--- config.mk ---
export PLATFORM = sky130hd
export DESIGN_NAME = ibex_rf_wport_arbiter
export DESIGN_NICKNAME = d
export VERILOG_FILES = /design/src/rtl/ibex_rf_wport_arbiter.sv
export SDC_FILE = /design/constraint.sdc
export NUM_CORES = 1
export LEC_CHECK = 0
export BUFFER_PORTS_ARGS = -buffer_cell sky130_fd_sc_hd__buf_2
export CAP_MARGIN = 10
export CELL_PAD_IN_SITES_DETAIL_PLACEMENT = 2
export CELL_PAD_IN_SITES_GLOBAL_PLACEMENT = 2
export CORE_ASPECT_RATIO = 2
export CORE_MARGIN = 1.5
export CORE_UTILIZATION = 24
export DETAILED_ROUTE_END_ITERATION = 10
export GPL_ROUTABILITY_DRIVEN = 0
export PLACE_DENSITY_LB_ADDON = 0.2
export SKIP_CTS_REPAIR_TIMING = 1
export SYNTH_ARGS = -nofsm -noshare
export SYNTH_HDL_FRONTEND = slang
export SYNTH_SLANG_ARGS = --single-unit
export TNS_END_PERCENT = 20
--- constraint.sdc ---
create_clock -name clk_i -period 4.2 [get_ports clk_i]
set_clock_uncertainty 0.15 [all_clocks]
set_input_delay 0.21 -clock clk_i [delete_from_list [all_inputs] [get_ports clk_i]]
set_output_delay 0.21 -clock clk_i [all_outputs]
set_load 0.02 [all_outputs]
--- src/rtl/ibex_rf_wport_arbiter.sv ---
// Single write port for the FPGA register file: arbitrates EX and LSU writeback onto one registered port.
// Define IBEX_RF_ZERO_INIT_EN to zero x1..xN after reset (LUT-RAM has no reset of its own).
module ibex_rf_wport_arbiter #(
    parameter bit RV32E     = 1'b0,
    parameter int DataWidth = 32,
    parameter int MaxWait   = 4
) (
    input  logic                 clk_i,
    input  logic                 rst_ni,
    input  logic                 ex_valid_i,
    output logic                 ex_ready_o,
    input  logic [4:0]           ex_addr_i,
    input  logic [DataWidth-1:0] ex_data_i,
    input  logic                 lsu_valid_i,
    output logic                 lsu_ready_o,
    input  logic [4:0]           lsu_addr_i,
    input  logic [DataWidth-1:0] lsu_data_i,
    output logic                 rf_we_o,
    output logic [4:0]           rf_waddr_o,
    output logic [DataWidth-1:0] rf_wdata_o,
    output logic                 init_done_o
);

    localparam int NumWords = RV32E ? 16 : 32;

    logic                 w_run;
    logic                 w_init_wr;
    logic [4:0]           w_init_addr;
    logic                 w_force_lsu;
    logic                 w_ex_gnt;
    logic                 w_lsu_gnt;
    logic                 w_hs;
    logic [4:0]           w_addr_raw;
    logic [4:0]           w_addr;
    logic [DataWidth-1:0] w_data;

    logic [3:0]           r_wait;
    logic                 r_we;
    logic [4:0]           r_waddr;
    logic [DataWidth-1:0] r_wdata;

`ifdef IBEX_RF_ZERO_INIT_EN
    typedef enum logic {S_INIT, S_RUN} state_e;

    localparam logic [4:0] LastAddr = 5'(NumWords - 1);

    state_e     r_state;
    state_e     w_state_next;
    logic [4:0] r_init_cnt;

    always_ff @(posedge clk_i) begin
        if (!rst_ni) begin
            r_state    <= S_INIT;
            r_init_cnt <= 5'd1;
        end else begin
            r_state <= w_state_next;
            if (r_state == S_INIT) r_init_cnt <= r_init_cnt + 5'd1;
        end
    end

    always_comb begin
        w_state_next = r_state;
        w_init_wr    = 1'b0;
        if (r_state == S_INIT) begin
            w_init_wr = 1'b1;
            if (r_init_cnt == LastAddr) w_state_next = S_RUN;
        end
    end

    assign w_run       = (r_state == S_RUN);
    assign w_init_addr = r_init_cnt;
`else
    assign w_run       = 1'b1;
    assign w_init_wr   = 1'b0;
    assign w_init_addr = 5'd0;
`endif

    // MaxWait of 0 means EX always has priority; avoid an always-true compare.
    generate
        if (MaxWait == 0) begin : g_no_force
            assign w_force_lsu = 1'b0;
        end else begin : g_force
            assign w_force_lsu = (r_wait >= 4'(MaxWait));
        end
    endgenerate

    assign w_lsu_gnt  = w_run && lsu_valid_i && (w_force_lsu || !ex_valid_i);
    assign w_ex_gnt   = w_run && ex_valid_i && !w_lsu_gnt;
    assign w_hs       = w_ex_gnt || w_lsu_gnt;
    assign w_addr_raw = w_lsu_gnt ? lsu_addr_i : ex_addr_i;
    assign w_data     = w_lsu_gnt ? lsu_data_i : ex_data_i;
    assign w_addr     = RV32E ? {1'b0, w_addr_raw[3:0]} : w_addr_raw;

    always_ff @(posedge clk_i) begin
        if (!rst_ni) begin
            r_wait <= 4'd0;
        end else if (w_lsu_gnt) begin
            r_wait <= 4'd0;
        end else if (lsu_valid_i && r_wait != 4'd15) begin
            r_wait <= r_wait + 4'd1;
        end
    end

    // Address/data only move on a real write so the bypass view stays stable when idle.
    always_ff @(posedge clk_i) begin
        if (!rst_ni) begin
            r_we    <= 1'b0;
            r_waddr <= 5'd0;
            r_wdata <= '0;
        end else if (w_init_wr) begin
            r_we    <= 1'b1;
            r_waddr <= w_init_addr;
            r_wdata <= '0;
        end else if (w_hs) begin
            r_we    <= (w_addr != 5'd0);
            r_waddr <= w_addr;
            r_wdata <= w_data;
        end else begin
            r_we    <= 1'b0;
        end
    end

    assign ex_ready_o  = w_ex_gnt;
    assign lsu_ready_o = w_lsu_gnt;
    assign rf_we_o     = r_we;
    assign rf_waddr_o  = r_waddr;
    assign rf_wdata_o  = r_wdata;
    assign init_done_o = w_run;

endmodule

==> key figures <==
Floorplanning
  – IO Pins: 119
  – Die X: 62.8 µm
  – Die height: 123 µm
  – Die area: 7690 µm²
  – Row Count: 43
  – Initial Util: 24.7%
  – Core Box Area: 6940 µm²

Power
  – P_leak: 0.00127 µW
  – Maximum vdd drop: 0.156 mV
  – Cell Pwr Density: 379 nW/µm²
  – Tot Pwr: 967 µW

Global route
  – Overflow after GRT: 0
  – Vias in the first global route: 1855
  – First-pass GRT wire length: 9.26 mm
  – Aggregate global-route resource usage: 15.8%
  – Initial antenna violation count: 0
  – Largest net degree at the start of global routing: 38

STA
  – FMAX: 447 MHz
  – Tcrit/Tclk final: 53.3%
  – Final hold violations: 0
  – Setup_tns: 0 ns
  – Final Max Slew Viols: 0
  – Setup violators final: 0
  – RSZ-0062 raised after global routing: false
  – Crit path time final: 2.24 ns

Route
  – DR WL/cell: 16.6 µm
  – Post-DRT Antenna Nets: 0
  – Via count: 1758
  – Total wire length: 6.09 mm
  – Vias per inst: 4.80
  – DRT iter0 DRCs: 73
  – DRC violations left: 0
  – First-pass DRT Iterations: 4

Critical path
  – Worst EP arrival: 2.26 ns
  – Startpoint Class: register
  – Crit-path max cell delay: 0.55 ns
  – Crit path cell chain: nor3b_4, nor3b_4, buf_4, a221o_1, dlygate4sd3_1
  – Crit path buf inv count: 2
  – CP Class: reg -> reg
  – CP required: 4.22 ns
  – Crit end category: register
  – Crit-path max FO: 37
  – CP most frequent cell: nor3b_4
  – CP max stage cell: dlygate4sd3_1
  – Critical path's top delay family: buffers and inverters

Placed design
  – Port Buffers: 117
  – Hpwl dp: 4.62 mm

Layout
  – ANT cells: 0
  – Final core utilization: 36.8%
  – Share of layout cells above drive strength 1: 46.7%
  – Filler instances: 778
  – Synth-to-Final Area Change: 48.8%
  – Nets: 355

Yosys
  – Mapped cell area: 1710 µm²
  – Syn Nets: 234
  – Post-Syn Instances: 155
  – Yosys reg bits: 42
  – YS warnings: 0
  – Synth cell types: 25
  – Synth Area per Inst: 11.1 µm²
  – Post-synthesis sequential area ratio: 49.1%

Clocking
  – Worst-path clk slew: 0.06 ns
  – Cts bufs inserted: 5
  – Clock sink total: 42
  – H-tree Lvls: 2
  – CTS Root Cell: clkbuf_16
  – CTS tree: done
  – CTS Buffer Depth: 2
  – Worst skew pair latency: 0.28 ns

Flow run
  – Max-cap violations: 0

Outcome
  – Status: completed

Min path
  – Hold WC Path Type: in -> reg
[layout by cell type, fill, tap and decap left out, drive strengths merged, types with 3 or more instances in the layout]
cell type / instances
a21oi: 3
a221o: 37
and2: 38
and3: 3
buf: 120
clkbuf: 7
dfxtp: 42
dlygate4sd3: 5
nor3b: 3
o21ai: 5
[logic make-up after synthesis]
| kind of cell | Yosys count | synth area share (%) |
|---|---|---|
| adders and majority gates | 1 | 0.730 |
| AOI/OAI and AO/OA | 47 | 24.9 |
| and+or+nand+nor | 51 | 20.4 |
| DFF | 42 | 49.1 |
| other | 1 | 0.219 |
| buffers and inverters | 13 | 4.67 |
[power breakdown]
part	total, µW	internal [µW]	switching [µW]
sequential	439	427	12.5
combinational	165	75.9	88.7
clock	364	217	146
[path summary, 6_finish.rpt]
kind | start | to | slack, ns | cells after the start
hold reg to reg | r_wait[1] | r_wait[1] | 0.34 | 2
setup / recovery | r_wait[3] | rf_wdata_o[31] | 1.96 | 5
hold / removal | ex_data_i[25] | rf_wdata_o[25] | 0.0008 | 2
setup reg to reg | r_wait[3] | rf_wdata_o[31] | 1.96 | 5
[state kept, by name (all words and copies together) (netlist names)]
name / cells
r_wait: 4
rf_waddr_o: 5
rf_wdata_o: 32
rf_we_o: 1
[per-stage QoR]
step | cell area [µm²] | hold slack [ns] | std cells | setup slack (ns)
after detailed placement | 2370 | 0.287 | 354 | 2.47
after global placement | 2370 | 0.283 | 354 | 2.49
after CTS | 2500 | -0.00468 | 361 | 2.35
after floorplan | 1710 | 0.183 | 155 | 2.73
final | 2550 | 0.000805 | 366 | 1.96
after global routing | 2550 | 0.00193 | 366 | 1.88
[per-layer routing]
layer	GRT usage [%]	up-vias	wire (µm)
li1	-	830	-
met1	15.3	851	2190
met2	30.8	67	3480
met3	3.67	10	265
met4	7.36	0	155
met5	0	-	0
[synthesized netlist by cell type (all sizes together)]
cell type	count	share of area [%]
o21ai	5	1.5
nand2	1	0.22
a21oi	3	0.88
or3	1	0.37
and3	3	1.1
a221o	37	22
o41ai	1	0.51
conb	1	0.22
nand3b	1	0.44
nand3	1	0.29
or4	2	0.88
nor3b	3	2.9
dfxtp	42	49
buf	8	3.6
and2	38	14
nand2b	1	0.37
clkbuf	3	0.66
ha	1	0.73
a21boi	1	0.44
inv	2	0.44
[cell type report]
type	count	area, µm²	share of cell area, %
flip-flops and latches	42	841	33.0
inverters	2	7.51	0.294
multi-input cells	100	800	31.3
repair buffers	125	658	25.8
well taps	90	113	4.41
clock buffers	7	133	5.20
Note: power is estimated with default switching activity, not from simulation.
